--- src/rtl/decodificador_segmentos.sv ---
// decodificador_segmentos: receive side of the 7-segment status link.
// Synchronises the asynchronous segment lines, waits for a stable pattern,
// decodes the four legal glyphs into {y1,y0}, flags illegal patterns and
// counts accepted code changes.
// Optional build macro DECOD_CONTADOR_ERROS_EN adds the cont_erros output,
// a saturating count of erro pulses.
//
// state    | meaning
// ---------+-----------------------------------------------
// ESPERA   | no code shown yet, or blank pattern held
// ESTAVEL  | legal code held, {y1,y0} valid
// INVALIDO | illegal pattern held, {y1,y0} keep last code
module decodificador_segmentos #(
   parameter int ESTAVEL_CICLOS = 4,
   parameter int CONT_W         = 8
) (
   input  logic              clk,
   input  logic              rst_n,
   input  logic              seg_a,
   input  logic              seg_b,
   input  logic              seg_c,
   input  logic              seg_d,
   input  logic              seg_e,
   input  logic              seg_f,
   input  logic              seg_g,
   output logic              y1,
   output logic              y0,
   output logic              valido,
   output logic              novo,
   output logic              erro,
   output logic [CONT_W-1:0] cont_trocas
`ifdef DECOD_CONTADOR_ERROS_EN
   ,
   output logic [CONT_W-1:0] cont_erros
`endif
);

   localparam logic [3:0] C_ALVO = 4'(ESTAVEL_CICLOS);

   localparam logic [6:0] GLIFO_00    = 7'b0001100;
   localparam logic [6:0] GLIFO_01    = 7'b1111010;
   localparam logic [6:0] GLIFO_10    = 7'b1111100;
   localparam logic [6:0] GLIFO_11    = 7'b1110011;
   localparam logic [6:0] GLIFO_BLANK = 7'b0000000;

   typedef enum logic [1:0] {
      ESPERA   = 2'd0,
      ESTAVEL  = 2'd1,
      INVALIDO = 2'd2
   } estado_t;

   logic [6:0]        w_p;
   logic [6:0]        r_sinc1;
   logic [6:0]        r_sinc2;
   logic [3:0]        r_cont;
   logic [3:0]        w_cont_prox;
   logic              w_igual;
   logic              w_aceita;
   logic              w_legal;
   logic              w_branco;
   logic [1:0]        w_codigo;
   estado_t           r_estado;
   logic [1:0]        r_y;
   logic              r_valido;
   logic              r_novo;
   logic              r_erro;
   logic [CONT_W-1:0] r_trocas;

   assign w_p = {seg_a, seg_b, seg_c, seg_d, seg_e, seg_f, seg_g};

   // Two-stage synchroniser on the whole bus; r_sinc2 is the sampled pattern S.
   always_ff @(posedge clk or negedge rst_n) begin
      if (!rst_n) begin
         r_sinc1 <= '0;
         r_sinc2 <= '0;
      end else begin
         r_sinc1 <= w_p;
         r_sinc2 <= r_sinc1;
      end
   end

   // r_sinc1 is the value S takes next edge, so comparing the two stages tells
   // whether S is about to change; this keeps the acceptance on the 6th edge.
   assign w_igual     = (r_sinc1 == r_sinc2);
   assign w_cont_prox = !w_igual ? 4'd0 :
                        (r_cont == C_ALVO) ? r_cont : r_cont + 4'd1;
   assign w_aceita    = (w_cont_prox == C_ALVO) && (r_cont != C_ALVO);

   // Stability counter: clears on any change of S, saturates at the target.
   always_ff @(posedge clk or negedge rst_n) begin
      if (!rst_n) begin
         r_cont <= '0;
      end else begin
         r_cont <= w_cont_prox;
      end
   end

   // Glyph decode of the pattern that is stable in the synchroniser.
   always_comb begin
      w_legal  = 1'b1;
      w_branco = 1'b0;
      w_codigo = 2'b00;
      case (r_sinc1)
         GLIFO_00:    w_codigo = 2'b00;
         GLIFO_01:    w_codigo = 2'b01;
         GLIFO_10:    w_codigo = 2'b10;
         GLIFO_11:    w_codigo = 2'b11;
         GLIFO_BLANK: begin
            w_legal  = 1'b0;
            w_branco = 1'b1;
         end
         default:     w_legal = 1'b0;
      endcase
   end

   // Display state machine with registered outputs; acts only on acceptance.
   always_ff @(posedge clk or negedge rst_n) begin
      if (!rst_n) begin
         r_estado <= ESPERA;
         r_y      <= 2'b00;
         r_valido <= 1'b0;
         r_novo   <= 1'b0;
         r_erro   <= 1'b0;
         r_trocas <= '0;
      end else begin
         r_novo <= 1'b0;
         r_erro <= 1'b0;
         if (w_aceita) begin
            if (w_legal) begin
               // Re-showing the held code after blank/illegal still counts.
               if (r_estado != ESTAVEL || w_codigo != r_y) begin
                  r_estado <= ESTAVEL;
                  r_y      <= w_codigo;
                  r_valido <= 1'b1;
                  r_novo   <= 1'b1;
                  if (r_trocas != {CONT_W{1'b1}}) begin
                     r_trocas <= r_trocas + 1'b1;
                  end
               end
            end else if (w_branco) begin
               r_estado <= ESPERA;
               r_valido <= 1'b0;
            end else begin
               r_estado <= INVALIDO;
               r_valido <= 1'b0;
               r_erro   <= 1'b1;
            end
         end
      end
   end

`ifdef DECOD_CONTADOR_ERROS_EN
   logic [CONT_W-1:0] r_erros;

   // Saturating count of illegal acceptances, stepped with the erro pulse.
   always_ff @(posedge clk or negedge rst_n) begin
      if (!rst_n) begin
         r_erros <= '0;
      end else if (w_aceita && !w_legal && !w_branco &&
                   r_erros != {CONT_W{1'b1}}) begin
         r_erros <= r_erros + 1'b1;
      end
   end

   assign cont_erros = r_erros;
`endif

   assign y1          = r_y[1];
   assign y0          = r_y[0];
   assign valido      = r_valido;
   assign novo        = r_novo;
   assign erro        = r_erro;
   assign cont_trocas = r_trocas;

endmodule

--- config.mk ---
export PLATFORM = sky130hd
export DESIGN_NAME = decodificador_segmentos
export DESIGN_NICKNAME = d
export VERILOG_FILES = /design/src/rtl/decodificador_segmentos.sv
export SDC_FILE = /design/constraint.sdc
export NUM_CORES = 1
export LEC_CHECK = 0
export CORE_MARGIN = 2
export CORE_UTILIZATION = 57
export CTS_CLUSTER_SIZE = 16
export DETAILED_ROUTE_END_ITERATION = 12
export GPL_TIMING_DRIVEN = 0
export PLACE_DENSITY_LB_ADDON = 0.1
export SETUP_SLACK_MARGIN = 0.05
export SYNTH_ARGS = -nofsm -noshare
export SYNTH_HDL_FRONTEND = slang
export SYNTH_SLANG_ARGS = --single-unit
--- constraint.sdc ---
create_clock -name clk -period 7.6 [get_ports clk]
set_clock_uncertainty 0.1 [all_clocks]
set_input_delay 1.52 -clock clk [delete_from_list [all_inputs] [get_ports clk]]
set_output_delay 1.52 -clock clk [all_outputs]
set_load 0.05 [all_outputs]
Word-level counts from Yosys, hierarchy flattened. Cells that the tools add are included.

Register bits after elaboration: 33. Input port bits: 9. Output and inout port bits: 13. Word-level logic and storage cells: 46.

Add/sub/neg operators: 2. Eq/ne operators: 12. Mux-type cells: 16. Reductions and logical operators: 7.

Operator list (count): $eq 7x7->1 const B (3); $mux 1 (10); $add 8x1->8 const B (1); $eq 4x3->1 const B (2); $mux 4 (2); $ne 8x8->1 const B (1); $eq 7x4->1 const B (1); $eq 7x7->1 (1); $logic_not 7->1 (1); $mux 2 (3); $pmux 2 s3 (1); $add 4x1->4 const B (1); $ne 2x1->1 const B (2); $ne 4x3->1 const B (1); $reduce_and 4->1 (1); $reduce_or 4->1 (1); $reduce_and 3->1 (1); $ne 2x2->1 (1); $reduce_and 2->1 (1); $logic_and 1x1->1 (1); $logic_or 1x1->1 (1).

Logic depth before layout (Yosys ltp). Gate-level depths: netlist of run 1.

Word-level depth: 7. Depth in mapped cells: 8. Mapped depth without buffers: 8.

Worst setup path before layout of run 1. OpenSTA, ideal clock, no wires.

Path kind: reg2reg. Start point: reg r_cont[0]. End point: reg r_y[0]. Library setup time: 0.125 ns. Arrival time: 2.227 ns. Required time: 7.375 ns. Setup slack: 5.149 ns. Stages on the path, launching flop included: 7. Path buffers: 0. Cells stage by stage: dfrtp_1 ha_1 and2_1 a2111oi_2 nand4_2 nor4_4 mux2_2.

Word-level cells in the longest chain between the ends: 6.

Ends and longest elaborated chain: from (decl) (RTL line 55) `logic [3:0] r_cont;`; from (signal assigned) (RTL line 94) `r_cont <= w_cont_prox;`; $add 4x1->4 / $eq 4x3->1 (equally long branches) (RTL line 86) `(r_cont == C_ALVO) ? r_cont : r_cont + 4'd1;`; $mux 4 (RTL line 86); $mux 4 (RTL line 85) `assign w_cont_prox = !w_igual ? 4'd0 :`; $eq 4x3->1 (RTL line 87) `assign w_aceita = (w_cont_prox == C_ALVO) && (r_cont != C_ALVO);`; $logic_and 1x1->1 * (RTL line 87); $reduce_and 3->1 (no line) *; to (signal assigned) (RTL line 133) `r_y <= w_codigo;`; to (decl) (RTL line 63) `logic [1:0] r_y;`.

Mark *: on every way between the ends. The rest lies on a longest branch, timed or not. A chain may end at the register's enable or synchronous reset.

Final worst setup path of run 1.
Start point: reg r_trocas[2], in the netlist cont_trocas[2]. End point: out cont_trocas[2].

RTL lines: from (decl) (RTL line 67) `logic [CONT_W-1:0] r_trocas;`; from (signal assigned) (RTL line 137) `r_trocas <= r_trocas + 1'b1;`; to (decl) (RTL line 31) `output logic [CONT_W-1:0] cont_trocas`.

No word-level cell between the ends.

==> qor.yml, run 1 <==
status: "completed"
critical-path-max-stage-delay_ps: 830
required_ps: 5980
seq_area_frac_synth_pct: 53.83
grt_pass1_wl_um: 4036
period_share_pct: 42.38
placementRows: 18
hold_path_class: "reg2reg"
cts_resized: 0
synth_cells: 123
ios: 22
worst_pin_slew_ps: 679.5
stdcell_area_um2: 1797
antenna_cells: 0
period_needed_ps: 3221
cts_hold_buf: 0
synth_area_per_cell_um2: 12.09
nNetsFinal: 163
cp.arrival_ps: 1600
cts.root.buffer_cell: "clkbuf_4"
ant_nets: 0
wl_per_cell_um: 14.01
setup_tns_ps: 0
vias: 1040
total_power_uw: 300.1
finalHoldViolCount: 0
peakVddDrop_mv: 0.1912
power_density_nw_per_um2: 167.0
post-cts-setup-buffers: 0
overflow: 0
initial_core_util_pct: 60.05
cts_tree: "done"
drtIter0Drc: 27
die-width_um: 55.09
clock_latency_ps: 330
die_h_um: 55.09
cp-start-kind: "flip-flop"
finalSetupViolations: 0
gr-usage-all-layers_pct: 19.69
drcViolationCount: 0
grt_pass1_vias: 935
worstSetupPathType: "reg2out"
path_buf_inv: 1
maxSlewViolCount: 0
grt_max_degree: 33
path_delay_family: "buffers and inverters"
routed_wirelength_um: 2549
vias_per_cell: 5.714
synth_cell_types: 36
cts_made_buffers: 5
slowest_stage: "clkdlybuf4s50_1"
io_buffers: 21
htreeDepth: 2
worstPathMaxFanout: 5
grt_antenna_before_repair: 0
die_area_um2: 3034
place_congestion: 0.8566
relSlewSlack_pct: 54.70
placed_cell_area_um2: 1735
rsz0062_at_grt: "no"
leakagePower_uw: 0.0007577
syn_nets: 135
dr.pass1.iters: 4
drive_gt1_share_pct: 15.79
crit_chain: "clkdlybuf4s50_1"
async_reset_ff_share_pct: 100.0
maxCapViolCount: 0
ys.flop_type: "dfrtp_1"
yosysWarnings: 0
max_freq_mhz: 310.5
clock_sinks: 32
cts_buffer_depth: 2
synth-seq-cells: 32
crit_path_end_kind: "primary output"
synth_edf_count: 0
design.core.area_um2: 2477
areaGrowthSynthToFinish_pct: 20.77
clk_pin_slew_ps: 110
dp_hpwl_um: 1864
synth_area_um2: 1488
==> power by group <==
part | leakage (µW) | total (µW) | internal (µW) | switching, µW
Combinational | 0.000313 | 18.0 | 8.32 | 9.71
Sequential | 0.000415 | 177 | 174 | 3.41
Clock | 0.0000305 | 105 | 44.9 | 59.8
Total | 0.000758 | 300 | 227 | 73.0
==> stage by stage <==
step	setup WS (ps)	instances	hold WS, ps	utilization [%]
2_1_floorplan	5149	123	252.9	-
3_3_place_gp	4351	174	255.3	70.05
3_5_place_dp	4317	174	277.2	70.05
4_1_cts	4366	182	300.6	72.73
5_1_grt	4311	182	321.8	72.53
6_report	4379	182	296.6	72.53
==> area by class of cell <==
class                   count  area [µm²]
well taps                  30       37.54
clock inverters             2       15.01
plain buffers               2       16.27
flip-flops and latches     32       800.8
multi-input cells          86       659.4
inverters                   3       11.26
repair buffers             21       205.2
clock buffers               6       51.30
fillers                   187       680.7
==> cell usage in the layout, fill, tap and decap left out, types with 2 or more instances in the layout <==
cell and instances:
dfrtp_1 32, xor2_1 8, a211oi_1 3, a21oi_1 4
mux2_2 3, and3_1 4, nor2_1 5, a31oi_1 2
nor4_4 2, nand3_1 6, and2_1 3, clkinvlp_4 2
nand4_1 4, clkbuf_4 5, a2111oi_2 2, clkdlybuf4s50_1 20
o21ai_0 3, inv_1 3, xnor2_1 8, nand2_1 4
ha_1 3, nand2b_1 3, nand4bb_1 2, a21o_2 2
nor3_1 3
==> flip-flops by register name, summed over array words and instances (netlist names) <==
register,cells
cont_trocas,8
erro,1
novo,1
r_cont,4
r_estado,2
r_sinc1,7
r_sinc2,7
r_y,2
==> per-layer routing <==
| metal | vias up | track usage (%) | wire [µm] | share of wire [%] |
|---|---|---|---|---|
| met5 | - | 0 | 0 | 0 |
| li1 | 501 | - | - | - |
| met3 | 6 | 4.839 | 100 | 3.9 |
| met4 | 0 | 9.756 | 51 | 2.0 |
| met2 | 24 | 32.94 | 1265 | 50 |
| met1 | 509 | 23.67 | 1132 | 44 |
==> worst register-to-register path, cell delays in order, from the launching register on <==
cell and delay (ps):
dfrtp_1 430, inv_1 110, ha_1 230, nand2b_1 110, a2111oi_2 350, nand4_2 260
nor4_4 620, mux2_2 400
==> worst paths after layout <==
| path | from | end | slack (ps) | cells past startpoint |
|---|---|---|---|---|
| worst max-delay path | cont_trocas[2] | cont_trocas[2] | 4380 | 1 |
| worst min-delay path | r_sinc1[0] | r_sinc2[0] | 300 | 0 |
| worst max register to register | r_cont[0] | r_y[1] | 4880 | 7 |
| worst min register to register | r_sinc1[0] | r_sinc2[0] | 300 | 0 |
| max in group asynchronous | rst_n | r_sinc1[3] | 5850 | 1 |
| min in group asynchronous | rst_n | novo | 1110 | 1 |
==> cells by family after synthesis <==
kind of cell	synth area share, %
DFF	53.83
buffers and inverters	1.850
AOI/OAI and AO/OA	9.336
and+or+nand+nor	20.77
xor gates and xnor gates	9.420
adders and majority gates	2.523
muxes	2.271
==> Yosys cell counts (4+ instances only) <==
| cell type | number | area (µm²) |
|---|---|---|
| xnor2_1 | 8 | 70.07 |
| nand2_1 | 4 | 15.01 |
| dfrtp_1 | 32 | 800.8 |
| and3_1 | 4 | 25.02 |
| xor2_1 | 8 | 70.07 |
| nand4_1 | 4 | 25.02 |
| nor2_1 | 5 | 18.77 |
| a21oi_1 | 4 | 20.02 |
| nand3_1 | 6 | 30.03 |
No activity file was read; power rests on OpenSTA's default activity.
==> inputs of run 2 (changes only) <==
--- a/config.mk
+++ b/config.mk
@@ -6,7 +6,7 @@
 export NUM_CORES = 1
 export LEC_CHECK = 0
 export CORE_MARGIN = 2
-export CORE_UTILIZATION = 57
+export CORE_UTILIZATION = 53
 export CTS_CLUSTER_SIZE = 16
 export DETAILED_ROUTE_END_ITERATION = 12
 export GPL_TIMING_DRIVEN = 0
==> constraint.sdc (replaced) <==
create_clock -name clk -period 3.3 [get_ports clk]
set_clock_uncertainty 0.1 [all_clocks]
set_input_delay 0.66 -clock clk [delete_from_list [all_inputs] [get_ports clk]]
set_output_delay 0.66 -clock clk [all_outputs]
set_load 0.05 [all_outputs]
==> qor.yml, run 2 (same netlist as run 1, synthesis figures left out) <==
worst_pin_slew_ps: 695.8  # +16.25 ps
clock_latency_ps: 330  # about the same
htreeDepth: 2  # unchanged
worstSetupPathType: "reg2reg"
cp.arrival_ps: 2830  # +1230 ps
ant_nets: 0  # unchanged
layout_common_cells: "dfrtp_1 (32), clkdlybuf4s50_1 (20), xor2_1 (8), xnor2_1 (8), nand3_1 (6)"
stdcell_count: 183  # +0.55%
maxCapViolCount: 0  # unchanged
ios: 22  # unchanged
relSlewSlack_pct: 53.62  # -1.1 points
clk_pin_slew_ps: 90  # -20 ps
p_seq_share_pct: 60.0  # +0.9 points
io_buffers: 21  # unchanged
clkPwrFrac_pct: 33.9  # -1.0 points
finalSetupViolations: 0  # unchanged
dp_cells: 175  # +0.57%
vias_per_cell: 5.628  # -1.5%
slowest_stage: "nor4_4"
drive_gt1_share_pct: 14.47  # -1.3 points
place_congestion: 0.8369  # -2.3%
die-width_um: 56.98  # +3.4%
crit_chain: "ha_1 > and2_1 > a2111oi_2 > nand4_2 > nor4_4 > mux2_2"
period_share_pct: 82.06
cts_buffer_depth: 2  # unchanged
grt_antenna_before_repair: 0  # unchanged
setup_tns_ps: 0  # unchanged
hold_path_class: "in2async"
placementRows: 19  # +1
dr.pass1.iters: 4  # unchanged
grt_pass1_vias: 1035  # +11%
antenna_cells: 0  # unchanged
final_common_cell: "dfrtp_1"
cts_hold_buf: 0  # unchanged
switching_power_uw: 156.6  # +110%
critical-path-max-stage-delay_ps: 600  # -230 ps
crit_path_end_kind: "flip-flop"
overflow: 0  # unchanged
drcViolationCount: 0  # unchanged
p_int_uw: 524.8  # +130%
wl_per_cell_um: 13.76  # -1.8%
maxSlewViolCount: 0  # unchanged
largest_reg_flops: 8  # unchanged
cts_made_buffers: 5  # unchanged
vias: 1030  # -0.96%
comb_power_share_pct: 6.1  # about the same
cts.root.buffer_cell: "clkbuf_4"
cts_resized: 0  # unchanged
peakVddDrop_mv: 0.3179  # +66%
die_area_um2: 3247  # +7.0%
max_freq_mhz: 369.3
period_needed_ps: 2708
post-cts-setup-buffers: 0  # unchanged
rsz0062_at_grt: "no"
swShare_pct: 22.98  # -1.3 points
path_delay_family: "simple AND/OR/NAND/NOR gates"
leakagePower_uw: 0.0007598  # +0.27%
dp_hpwl_um: 1744  # -6.4%
drtIter0Drc: 19  # -30%
clock_sinks: 32  # unchanged
status: "completed"
power_density_nw_per_um2: 380.6  # +130%
routed_wirelength_um: 2518  # -1.2%
r2r_cells: 6  # -1
finalHoldViolCount: 0  # unchanged
design.core.area_um2: 2710  # +9.4%
grt_max_degree: 33  # unchanged
initial_core_util_pct: 54.89  # -5.2 points
cp_num_cells: 6  # +5
worstPathMaxFanout: 10  # +5
grt_pass1_wl_um: 4657  # +15%
cts_tree: "done"
gr-usage-all-layers_pct: 19.02  # -0.67 points
nNetsFinal: 163  # unchanged
areaGrowthSynthToFinish_pct: 20.35
required_ps: 3420  # -2560 ps
cp-start-kind: "flip-flop"
die_h_um: 56.98  # +3.4%
path_buf_inv: 0  # -1
-- run 2: cell types whose count changed in the layout (fill, tap and decap cells not counted) --
| cell | previous run | this run |
|---|---|---|
| clkinvlp_4 | 2 | 0 |
| clkbuf_1 | 0 | 2 |
-- run 2: layout make-up --
cell class / instances / area (µm²)
Tap cell: 31 / 38.79
Clock buffer: 8 / 58.81
Inverter: 3 / 11.26
Sequential cell: 32 / 800.8
Timing Repair Buffer: 21 / 205.2
Fill cell: 230 / 919.6
Buffer: 2 / 16.27
Multi-Input combinational cell: 86 / 659.4
-- run 2: metrics by stage --
stage | power (µW) | utilization (%) | hold slack [ps] | area (µm²) | setup WS, ps
after floorplan | 437.5 | - | 252.9 | 1488 | 848.7
after global placement | 458.2 | 64.08 | 255.4 | 1737 | 603.7
after detailed placement | 459.6 | 64.08 | 258.8 | 1737 | 602.4
after CTS | 697.0 | 66.25 | 282.1 | 1795 | 566.1
after global routing | 715.8 | 66.07 | 289.4 | 1790 | 384.5
final | 681.4 | 66.07 | 269.8 | 1790 | 592.0
-- run 2: metal layers --
| metal | global-route usage, % | up-vias | routed length, µm |
|---|---|---|---|
| met5 | 0 | - | 0 |
| met4 | 9.967 | 0 | 61 |
| met3 | 6.349 | 7 | 128 |
| met2 | 29.23 | 29 | 1171 |
| met1 | 23.98 | 494 | 1157 |
| li1 | - | 500 | - |
-- run 2: final timing paths --
kind | start | end | slack, ps
worst min register to register | r_sinc1[0] | r_sinc2[0] | 280
worst max-delay path | r_cont[0] | r_y[0] | 590
min in group clk | r_sinc1[0] | r_sinc2[0] | 280
worst min-delay path | rst_n | r_estado[1] | 270
max in group asynchronous | rst_n | cont_trocas[5] | 2390
worst max register to register | r_cont[0] | r_y[0] | 590
-- run 2: power groups by stage --
| stage | Clock [µW] | Combinational [µW] | Sequential [µW] |
|---|---|---|---|
| floorplan | 0 | 22.9 | 415 |
| global placement | 0 | 42.2 | 416 |
| detailed placement | 0 | 43.1 | 416 |
| CTS | 245 | 43.4 | 409 |
| global route | 258 | 47.7 | 410 |
| finish | 231 | 41.7 | 409 |
-- run 2: worst register-to-register path, stage by stage, from the launching register on --
cell and delay (ps):
dfrtp_1 430, ha_1 240, and2_1 180, a2111oi_2 400, nand4_2 260, nor4_4 600
mux2_2 400
==> inputs of run 3 (changes only) <==
--- a/config.mk
+++ b/config.mk
@@ -6,7 +6,7 @@
 export NUM_CORES = 1
 export LEC_CHECK = 0
 export CORE_MARGIN = 2
-export CORE_UTILIZATION = 53
+export CORE_UTILIZATION = 47
 export CTS_CLUSTER_SIZE = 16
 export DETAILED_ROUTE_END_ITERATION = 12
 export GPL_TIMING_DRIVEN = 0
==> constraint.sdc (replaced) <==
create_clock -name clk -period 2.3 [get_ports clk]
set_clock_uncertainty 0.1 [all_clocks]
set_input_delay 0.46 -clock clk [delete_from_list [all_inputs] [get_ports clk]]
set_output_delay 0.46 -clock clk [all_outputs]
set_load 0.05 [all_outputs]
==> qor.yml, run 3 (same netlist as run 1, synthesis figures left out) <==
seq_area_um2: 805.8  # +0.63%
critical-path-max-stage-delay_ps: 850  # +250 ps
p_int_uw: 831.4  # +58%
cts_hold_buf: 0  # unchanged
grt_max_degree: 33  # unchanged
drtIter0Drc: 20  # +1
vias: 1078  # +4.7%
status: "completed"
clock_latency_ps: 340  # about the same
grt_pass1_wl_um: 4554  # -2.2%
dr.pass1.iters: 4  # unchanged
areaGrowthSynthToFinish_pct: 33.22
finalSetupViolations: 0  # unchanged
ios: 22  # unchanged
peakVddDrop_mv: 0.3793  # +19%
clkPwrFrac_pct: 39.6  # +5.7 points
comb_power_share_pct: 6.0  # about the same
cts_made_buffers: 5  # unchanged
vias_per_cell: 5.233  # -7.0%
layout_common_cells: "dfrtp_1 (28), clkdlybuf4s50_1 (20), xor2_1 (8), xnor2_1 (8), buf_4 (8)"
die-width_um: 60.26  # +5.8%
cts_tree: "done"
pre_cts_ws_ps: -254.6  # -856.9 ps
fill_cells: 234  # +1.7%
worst_pin_slew_ps: 681.3  # -14.43 ps
clock_sinks: 32  # unchanged
die_h_um: 60.26  # +5.8%
multi_input_area_um2: 725.7  # +10%
maxSlewViolCount: 0  # unchanged
rsz0062_at_grt: "yes"
worst_slack_ps: 85.61  # -506.4 ps
nNetsFinal: 173  # +6.1%
grt_antenna_before_repair: 0  # unchanged
drcViolationCount: 0  # unchanged
dp_hpwl_um: 1807  # +3.6%
p_seq_share_pct: 54.4  # -5.6 points
htreeDepth: 2  # unchanged
cp-start-kind: "flip-flop"
slowest_stage: "clkdlybuf4s50_1"
worstPathMaxFanout: 6  # -4
initial_core_util_pct: 49.13  # -5.8 points
switching_power_uw: 247.0  # +58%
wl_per_cell_um: 13.45  # -2.2%
hold_path_class: "in2async"
clk_pin_slew_ps: 100  # about the same
rrSetupSlack_ps: 100  # -490 ps
required_ps: 1740  # -1680 ps
cts.root.buffer_cell: "clkbuf_4"
routed_wirelength_um: 2771  # +10%
path_delay_family: "buffers and inverters"
period_share_pct: 96.28
worstSetupPathType: "reg2out"
drive_gt1_share_pct: 30.25  # +16 points
cts_buffer_depth: 2  # unchanged
relSlewSlack_pct: 54.58  # +0.96 points
post-route-util_pct: 65.45  # -0.61 points
design.core.area_um2: 3028  # +12%
max_freq_mhz: 451.6
overflow: 0  # unchanged
ant_nets: 0  # unchanged
die_area_um2: 3631  # +12%
crit_path_end_kind: "primary output"
placementRows: 20  # +1
finalHoldViolCount: 0  # unchanged
cp.arrival_ps: 1650  # -1180 ps
gr-usage-all-layers_pct: 17.84  # -1.2 points
io_buffers: 21  # unchanged
swShare_pct: 22.90  # -0.073 points
path_buf_inv: 1  # +1
period_needed_ps: 2214
crit_chain: "clkdlybuf4s50_1"
maxCapViolCount: 0  # unchanged
place_congestion: 0.8518  # +1.8%
grt_pass1_vias: 1050  # +1.4%
final_common_cell: "dfrtp_1"
leakagePower_uw: 0.0008198  # +7.9%
largest_reg_flops: 8  # unchanged
antenna_cells: 0  # unchanged
power_density_nw_per_um2: 544.1  # +43%
run 3: changes by cell type in the layout (fill, tap and decap cells not counted), moves of 3 or more:
cell,delta
dfrtp_2,+4
buf_4,+8
o21ai_0,-3
dfrtp_1,-4
run 3: worst paths after layout:
check | startpoint | end | cells after the start
min | rst_n | r_cont[0] | 1
min in group clk | r_sinc1[0] | r_sinc2[0] | 0
min reg2reg | r_sinc1[0] | r_sinc2[0] | 0
max in group asynchronous | rst_n | r_sinc1[2] | 1
max | r_y[1] | y1 | 1
max reg2reg | r_cont[0] | cont_trocas[1] | 9
run 3: final cells by class:
cell class / instances / area share, %
buffer: 2 / 0.8207
clock buffer: 5 / 1.894
clock inverter: 3 / 2.146
inverter: 3 / 0.5682
multi-input combinational: 86 / 36.62
sequential: 32 / 40.66
tap: 44 / 2.778
timing repair buffer: 31 / 14.52
run 3: through the flow:
step / hold slack [ps] / TNS, ps / power, µW / cells / cell area (µm²)
6_report: 42.23 / 0 / 1078 / 206 / 1982
5_1_grt: 91.42 / -50.63 / 1131 / 206 / 1982
4_1_cts: 290.9 / -28.84 / 1092 / 203 / 1936
3_5_place_dp: 266.4 / -1855 / 660.1 / 188 / 1777
3_3_place_gp: 256.4 / -1618 / 658.0 / 188 / 1777
2_1_floorplan: 64.41 / 0 / 628.1 / 123 / 1511
run 3: metal layers:
layer	GRT usage, %	routed length [µm]
met1	19.75	1153
met2	30.12	1451
met3	4.545	105
met4	11.43	61
met5	0	0
run 3: what timing repair did:
action | in CTS | in global routing
pin swaps | 5 | 4
buffers inserted | 7 | 3
setup endpoints to repair | 10 | 11
gates resized for setup | 4 | 12
run 3: power by group through the flow:
stage,registers [µW],logic (µW),clock network [µW]
5_1_grt,590,72.6,469
6_report,587,64.4,427
4_1_cts,587,63.4,442
3_5_place_dp,598,62.0,0
3_3_place_gp,597,61.0,0
2_1_floorplan,595,33.1,0
